--- src/rtl/audio_pwm_out.sv ---
// Audio output stage: valid/ready sample FIFO feeding a 1-bit PWM, one sample per 2^SAMPLE_W clocks.
// Optional macro AUDIO_PWM_SIGMA_DELTA_EN swaps the PWM compare for a first-order sigma-delta.
module audio_pwm_out #(
    parameter int unsigned SAMPLE_W   = 8,
    parameter int unsigned FIFO_DEPTH = 4,
    parameter int unsigned CNT_W      = 16
) (
    input  logic                        clk_i,
    input  logic                        rst_i,
    input  logic                        en_i,
    input  logic [SAMPLE_W-1:0]         sample_data_i,
    input  logic                        sample_valid_i,
    output logic                        sample_ready_o,
    output logic                        sample_tick_o,
    output logic                        pwm_o,
    output logic                        underrun_o,
    output logic                        overflow_o,
    output logic [CNT_W-1:0]            underrun_cnt_o,
    output logic [$clog2(FIFO_DEPTH):0] fifo_level_o
);

    localparam int unsigned PtrW = $clog2(FIFO_DEPTH);
    localparam int unsigned LvlW = PtrW + 1;
    localparam logic [LvlW-1:0]     LvlFull  = LvlW'(FIFO_DEPTH);
    localparam logic [SAMPLE_W-1:0] Midscale = {1'b1, {(SAMPLE_W-1){1'b0}}};

    logic [SAMPLE_W-1:0] mem_q [FIFO_DEPTH];
    logic [PtrW-1:0]     wr_ptr_q, wr_ptr_d, rd_ptr_q, rd_ptr_d;
    logic [LvlW-1:0]     level_q, level_d;
    logic [SAMPLE_W-1:0] cnt_q, cnt_d, duty_q, duty_d;
    logic [CNT_W-1:0]    ucnt_q, ucnt_d;
    logic                pwm_q, pwm_d, tick_q, tick_d, under_q, under_d, over_q, over_d;
    logic                ready, push, pop, boundary, underrun;

`ifdef AUDIO_PWM_SIGMA_DELTA_EN
    localparam logic [SAMPLE_W:0] AccMask = {1'b0, {SAMPLE_W{1'b1}}};
    logic [SAMPLE_W:0] acc_q, acc_d;
`endif

    // Ready depends only on the registered level, never on a same-cycle pop.
    assign ready    = en_i && (level_q != LvlFull);
    assign push     = sample_valid_i && ready;
    assign boundary = en_i && (cnt_q == {SAMPLE_W{1'b1}});
    assign pop      = boundary && (level_q != '0);
    assign underrun = boundary && (level_q == '0);

    always_comb begin
        cnt_d    = cnt_q;
        wr_ptr_d = wr_ptr_q;
        rd_ptr_d = rd_ptr_q;
        level_d  = level_q;
        duty_d   = duty_q;
        ucnt_d   = ucnt_q;
        pwm_d    = 1'b0;
        tick_d   = 1'b0;
        under_d  = 1'b0;
        over_d   = 1'b0;
`ifdef AUDIO_PWM_SIGMA_DELTA_EN
        acc_d    = '0;
`endif
        if (!en_i) begin
            cnt_d    = '0;
            wr_ptr_d = '0;
            rd_ptr_d = '0;
            level_d  = '0;
            duty_d   = Midscale;
        end else begin
            cnt_d = cnt_q + SAMPLE_W'(1);
            if (push) begin
                wr_ptr_d = wr_ptr_q + PtrW'(1);
            end
            if (pop) begin
                rd_ptr_d = rd_ptr_q + PtrW'(1);
                duty_d   = mem_q[rd_ptr_q];
            end
            if (push && !pop) begin
                level_d = level_q + LvlW'(1);
            end else if (pop && !push) begin
                level_d = level_q - LvlW'(1);
            end
            if (underrun && (ucnt_q != {CNT_W{1'b1}})) begin
                ucnt_d = ucnt_q + CNT_W'(1);
            end
            tick_d  = boundary;
            under_d = underrun;
            over_d  = sample_valid_i && !ready;
`ifdef AUDIO_PWM_SIGMA_DELTA_EN
            acc_d = (acc_q & AccMask) + {1'b0, duty_q};
            pwm_d = acc_d[SAMPLE_W];
`else
            pwm_d = (cnt_q < duty_q);
`endif
        end
    end

    always_ff @(posedge clk_i or posedge rst_i) begin
        if (rst_i) begin
            cnt_q    <= '0;
            wr_ptr_q <= '0;
            rd_ptr_q <= '0;
            level_q  <= '0;
            duty_q   <= Midscale;
            ucnt_q   <= '0;
            pwm_q    <= 1'b0;
            tick_q   <= 1'b0;
            under_q  <= 1'b0;
            over_q   <= 1'b0;
`ifdef AUDIO_PWM_SIGMA_DELTA_EN
            acc_q    <= '0;
`endif
        end else begin
            cnt_q    <= cnt_d;
            wr_ptr_q <= wr_ptr_d;
            rd_ptr_q <= rd_ptr_d;
            level_q  <= level_d;
            duty_q   <= duty_d;
            ucnt_q   <= ucnt_d;
            pwm_q    <= pwm_d;
            tick_q   <= tick_d;
            under_q  <= under_d;
            over_q   <= over_d;
`ifdef AUDIO_PWM_SIGMA_DELTA_EN
            acc_q    <= acc_d;
`endif
        end
    end

    // Storage needs no reset: validity is tracked entirely by the pointers and level.
    always_ff @(posedge clk_i) begin
        if (push) begin
            mem_q[wr_ptr_q] <= sample_data_i;
        end
    end

    assign sample_ready_o = ready;
    assign sample_tick_o  = tick_q;
    assign pwm_o          = pwm_q;
    assign underrun_o     = under_q;
    assign overflow_o     = over_q;
    assign underrun_cnt_o = ucnt_q;
    assign fifo_level_o   = level_q;

endmodule

--- config.mk ---
export PLATFORM = sky130hd
export DESIGN_NAME = audio_pwm_out
export DESIGN_NICKNAME = d
export VERILOG_FILES = /design/src/rtl/audio_pwm_out.sv
export SDC_FILE = /design/constraint.sdc
export NUM_CORES = 1
export LEC_CHECK = 0
export ABC_AREA = 0
export CELL_PAD_IN_SITES_DETAIL_PLACEMENT = 0
export CELL_PAD_IN_SITES_GLOBAL_PLACEMENT = 1
export CORE_MARGIN = 2
export CORE_UTILIZATION = 33
export CTS_BUF_LIST = sky130_fd_sc_hd__clkbuf_4 sky130_fd_sc_hd__clkbuf_8
export CTS_CLUSTER_DIAMETER = 50
export CTS_CLUSTER_SIZE = 8
export DETAILED_ROUTE_END_ITERATION = 16
export PLACE_DENSITY = 0.61
export SLEW_MARGIN = 25
export SYNTH_ARGS = -nofsm -noshare
export SYNTH_HDL_FRONTEND = slang
export SYNTH_SLANG_ARGS = --single-unit
--- constraint.sdc ---
create_clock -name clk_i -period 2.3 [get_ports clk_i]
set_input_delay 0.46 -clock clk_i [delete_from_list [all_inputs] [get_ports clk_i]]
set_output_delay 0.46 -clock clk_i [all_outputs]
set_load 0.01 [all_outputs]
==> Word level (Yosys, flattened, before mapping) <==
Memories as Yosys holds them, arrays and structs flattened.
Index checks and enable logic that the tools add are counted.
{ "word_totals": {"wordCells": 55, "mem_bits_rw": 32, "memories": 1, "output_inout_bits": 24, "input_bits": 12, "regBits": 43} }
{ "memory_table": {"columns": ["name", "depth", "word_bits", "read_ports", "rd_clocked_by_memory_dff", "write_ports", "line_no", "source"], "rows": [
  ["mem_q", 4, 8, 1, 0, 1, "27", "logic [SAMPLE_W-1:0] mem_q [FIFO_DEPTH];"]
]} }
{ "op_classes": {"reduce_logical": 15, "n_lt_le_gt_ge": 1, "addsub": 6, "eq_ne": 6, "n_mux": 16} }
{ "ops": {"columns": ["operator", "n"], "rows": [
  ["$mux W8", 3],
  ["$add A16 B1 Y16 const B", 1],
  ["$ne A16 B16 Y1 const B", 1],
  ["$logic_and A1 B1 Y1", 9],
  ["$mux W3", 3],
  ["$add A8 B1 Y8 const B", 1],
  ["$eq A8 B8 Y1 const B", 1],
  ["$lt A8 B8 Y1", 1],
  ["$mux W2", 4],
  ["$mux W1", 6],
  ["$add A2 B1 Y2 const B", 2],
  ["$ne A2 B1 Y1 const B", 2],
  ["$add A3 B1 Y3 const B", 1],
  ["$logic_not A1 Y1", 3],
  ["$logic_not A3 Y1", 1],
  ["$ne A3 B1 Y1 const B", 1],
  ["$ne A3 B3 Y1 const B", 1],
  ["$reduce_bool A3 Y1", 1],
  ["$sub A3 B1 Y3 const B", 1],
  ["$reduce_and A2 Y1", 1]
]} }

==> Longest topological paths before layout <==
Gate-level depths: netlist of run 1.
{ "depth": {"depth_word": 8, "depth_mapped": 9, "mapped_depth_nobuf": 8} }

==> Worst setup path before layout of run 1 <==
Ideal clock, no wire load.
{ "synth_path": {"path_type": "reg2reg", "from": "register cnt_q[0]", "to": "register level_q[2] (netlist: fifo_level_o[2])", "required_time_ps": 2171, "n_path_buf": 1, "t_arrival_ps": 2199, "setup_time_ps": 129, "path_slack_ps": -28, "period_less_slack_ps": 2328, "stages_incl_launch_ff": 10, "path_cell_list": "dfrtp_1 > ha_1 > nand4_4 > nor3b_4 > buf_2 > nor2_1 > fa_1 > nor3b_1 > a21oi_1 > nand3_1"} }
{ "synth_via": {"elab_chain_len": 7, "word_cells_on_any_way": 9, "cone_classes": "eq/ne (2); mux (2); reduce/logical (5)"} }
{ "synth_lines": {"columns": ["element", "line_no", "source"], "rows": [
  ["from (decl)", "30", "logic [SAMPLE_W-1:0] cnt_q, cnt_d, duty_q, duty_d;"],
  ["from (signal assigned)", "112", "cnt_q <= cnt_d;"],
  ["$eq A8 B8 Y1 *", "43", "assign boundary = en_i && (cnt_q == {SAMPLE_W{1'b1}});"],
  ["$logic_and A1 B1 Y1 *", "43", null],
  ["$logic_and A1 B1 Y1 *", "44", "assign pop = boundary && (level_q != '0);"],
  ["$logic_not A1 Y1", "76", "if (push && !pop) begin"],
  ["$logic_and A1 B1 Y1", "76", null],
  ["$mux W3", "76", null],
  ["$mux W3", "61", "if (!en_i) begin"],
  ["to (signal assigned)", "115", "level_q <= level_d;"],
  ["to (decl)", "29", "logic [LvlW-1:0] level_q, level_d;"]
]} }
Every way passes the cells marked *; elsewhere a longest branch is shown, timed or not.
A chain may end at the register's enable or synchronous reset.

==> Final worst setup path of run 1 <==
{ "layout_path": {"from": "register level_q[0] (netlist: fifo_level_o[0])", "to": "output port sample_ready_o"} }
{ "layout_via": {"elab_chain_len": 2} }
{ "layout_lines": {"columns": ["element", "line_no", "source"], "rows": [
  ["$ne A3 B3 Y1", "41", "assign ready = en_i && (level_q != LvlFull);"],
  ["$logic_and A1 B1 Y1", "41", null],
  ["to (decl)", "13", "output logic sample_ready_o,"]
]} }
No other way between the ends.

==> flow_summary_export.csv, run 1 <==
group,metric,value,unit
outcome,status,"finished clean",
clock_network,cts_made_buffers,9,
worst_setup_path,r2r_setup_slack,0.28,ns
synthesis,synth_seq_area_share,0.5879,
clock_network,clock_path_buffers,2,
die,die_y,106.5,um
sta,min_period_over_period,0.9409,
worst_setup_path,ff2ff_path_depth,8,
global_routing,grt.total_usage,0.1260,
detailed_routing,antenna_left,0,
clock_network,clkTransAtPathRegs,0.09,ns
sta,drv_slew,0,
placement,dp.final_hpwl,4.717,mm
sta,rsz0062_at_grt,"no",
cells_and_area,drive_gt1_frac,0.1788,
run,cap_viol_max_count,0,
sta,achievable-frequency,462.1,MHz
sta,setup_viol,0,
worst_setup_path,cp_slowest_cell,"or3b_4",
synthesis,synth_top_area_share,0.3031,
sta,finClkSkew,0.008462,ns
synthesis,synth.most_common_cell,"dfrtp_1",
worst_setup_path,worstSetupEndpoint,"sample_ready_o",
global_routing,grt_pass1_wl,10.94,mm
worst_setup_path,path_depth,3,
clock_network,cts.hold.buffers_added,0,
cells_and_area,final_core_util,0.4262,
synthesis,synthArstFlopShare,0.5733,
global_routing,top_usage_layer,"met1",
sta,hold_viol,0,
detailed_routing,wirelength,6.481,mm
global_routing,use_met3,0.02820,
worst_setup_path,max_stage_delay,0.45,ns
synthesis,syn_area,3467,um^2
worst_setup_path,worstPathMaxFanout,6,
synthesis,synth-seq-cells,75,
worst_setup_path,r2r-end,"fifo_level_o[2]$_DFFE_PP0P_",
clock_network,clkLatencyLatePin,0.36,ns
global_routing,grt_start_max_net_pins,44,
die,placementRows,37,
cells_and_area,num_antenna_cells,0,
clock_network,clock_sinks,75,
global_routing,antenna_found_initial,0,
cells_and_area,multi_input_area,1340,um^2
worst_setup_path,critical_path_class,"flip-flop to output pin",
detailed_routing,first_iter_violations,68,
synthesis,ys_types,50,
worst_setup_path,cp-start-kind,"flip-flop",
detailed_routing,drc,0,
cells_and_area,regArea,2038,um^2
detailed_routing,vias,2125,
synthesis,post_synth.cell_area_avg,12.99,um^2
power,leakage,1.774,nW
synthesis,yosys-top-cells-area,"dfrtp_1 (30%), edfxtp_1 (28%), mux4_2 (5.2%), ha_1 (4.7%), xnor2_1 (3.3%)",
sta,worstMarginPinSlew,0.5502,ns
detailed_routing,first_pass_iters,4,
die,die-area,11340,um^2
global_routing,grt_pass1_vias,2111,
synthesis,yosys.area.top_type,"dfrtp_1",
clock_network,cts_tree,"yes",
synthesis,synthTopCellsByCount,"dfrtp_1 (42), edfxtp_1 (32), nand2_1 (28)",
power,vdd_ir_drop_max,0.3777,mV
placement,place.gp.congestion,0.7400,
detailed_routing,drt-vias-per-instance,4.560,
clock_network,cts-root-buf,"clkbuf_8",
sta,fin_ws,0.1360,ns
clock_network,cts_resized,3,
die,io_pins,36,
worst_setup_path,crit_start,"fifo_level_o[0]$_DFFE_PP0P_",
worst_setup_path,worstSetupEndpointType,"output pin",
synthesis,yosys_most_used_dff,"dfrtp_1",
worst_setup_path,crit_buf_inv,1,
sta,fin_crit,2.164,ns
clock_network,htree_num_levels,3,
synthesis,synth_nets,293,
global_routing,use_met2,0.1777,
synthesis,synthCells,267,
placement,place_ws,-0.08783,ns
worst_setup_path,crit_family,"simple AND/OR/NAND/NOR gates",
synthesis,synth-edff-count,32,
die,coreArea,10280,um^2
power,pwr_density_cell,714.2,nW/um^2
worst_setup_path,path_cells,"or3b_4, and2_1, dlygate4sd2_1",
die,initial_utilization,0.3374,
detailed_routing,routedWlPerCell,13.91,um
global_routing,grt_use_met1,0.1801,
cells_and_area,nNetsFinal,351,
synthesis,ys_warn_count,0,
clock_network,postCtsSetupBuffers,0,
min_path,min_path_type,"flip-flop to flip-flop",
cells_and_area,n_fill_cell,1007,
placement,io_buffers,35,
cells_and_area,synthToLayoutAreaGrowth,26.34,%
sta,slew_headroom,0.6332,
global_routing,overflow,0,
worst_setup_path,arrival,1.70,ns
worst_setup_path,rr_startpoint,"cnt_q[1]$_DFF_PP0_",
die,die_x,106.5,um
worst_setup_path,crit_required,1.84,ns
[per-stage QoR]
stage          instance area [um^2]  std cells  total power (W)  hold slack (ns)  setup TNS [ns]
2_1_floorplan                  3472        267         0.001760           0.4846               0
3_3_place_gp                   4149        450         0.001961           0.4755         -0.1318
3_5_place_dp                   4149        450         0.001962           0.4890          -1.495
4_1_cts                        4380        466         0.003168           0.5047               0
5_1_grt                        4380        466         0.003267           0.5170               0
6_report                       4380        466         0.003128           0.4936               0
[power by group]
group	leakage [nW]	total, W	internal (W)	switching (W)
sequential	0.874	0.00150	0.00146	0.0000376
clock	0.114	0.00120	0.000632	0.000565
combinational	0.787	0.000432	0.000222	0.000210
[layout make-up]
type	count	share of cell area
inverter	14	0.01200
multi-input combinational	170	0.3059
clock buffer	9	0.02828
sequential	75	0.4653
tap	136	0.03885
clock inverter	7	0.02456
timing repair buffer	55	0.1251
[registers in the layout, summed over array words and instances (netlist names)]
| signal | cells |
|---|---|
| mem_q | 32 |
| wr_ptr_q | 2 |
| fifo_level_o | 3 |
| cnt_q | 8 |
| sample_tick_o | 1 |
| rd_ptr_q | 2 |
| duty_q | 8 |
| underrun_o | 1 |
| underrun_cnt_o | 16 |
| pwm_o | 1 |
| overflow_o | 1 |
[layout by cell type (no fill, tap or decap), types with 12 or more instances in the layout]
master,n
dfrtp_1,42
clkdlybuf4s50_1,33
edfxtp_1,32
nand2_1,28
buf_4,16
nor2_1,14
and2_1,14
inv_1,13
xnor2_1,13
ha_1,12
[per-layer routing]
layer / vias to the layer above / wire length [um]
li1: 1072 / -
met1: 1008 / 3305
met2: 32 / 2786
met3: 13 / 241
met4: 0 / 147
met5: - / 0
[how the worst min path moves through the flow]
stage / from / endpoint / slack, ns / cells past startpoint
finish: underrun_cnt_o[13]$_DFFE_PP0P_ / underrun_cnt_o[13]$_DFFE_PP0P_ / 0.49 / 1
global route: underrun_cnt_o[7]$_DFFE_PP0P_ / underrun_cnt_o[7]$_DFFE_PP0P_ / 0.52 / 1
CTS: underrun_cnt_o[7]$_DFFE_PP0P_ / underrun_cnt_o[7]$_DFFE_PP0P_ / 0.50 / 1
global placement: underrun_cnt_o[13]$_DFFE_PP0P_ / underrun_cnt_o[13]$_DFFE_PP0P_ / 0.48 / 1
floorplan: cnt_q[0]$_DFF_PP0_ / cnt_q[0]$_DFF_PP0_ / 0.48 / 1
detailed placement: underrun_cnt_o[7]$_DFFE_PP0P_ / underrun_cnt_o[7]$_DFFE_PP0P_ / 0.49 / 1
[kinds of logic after synthesis]
logic type	count (synthesis)	synth area share
AOI/OAI and AO/OA	27	0.05089
xor gates and xnor gates	23	0.05810
adders and majority gates	14	0.05269
buffers and inverters	22	0.02706
DFF	75	0.5879
muxes	10	0.05810
and+or+nand+nor	96	0.1653
(Power assumes the default switching activity.)
==> run 2: changes to the inputs <==
HOLD_SLACK_MARGIN = 0.06   (was unset)
TNS_END_PERCENT = 5   (was unset)
==> results of run 2 <==
The final DEF is identical to that of run 1; final timing and power are the same.
==> run 3: changes to the inputs <==
CAP_MARGIN = 10   (was unset)
==> results of run 3 <==
The final DEF is identical to that of run 1; final timing and power are the same.
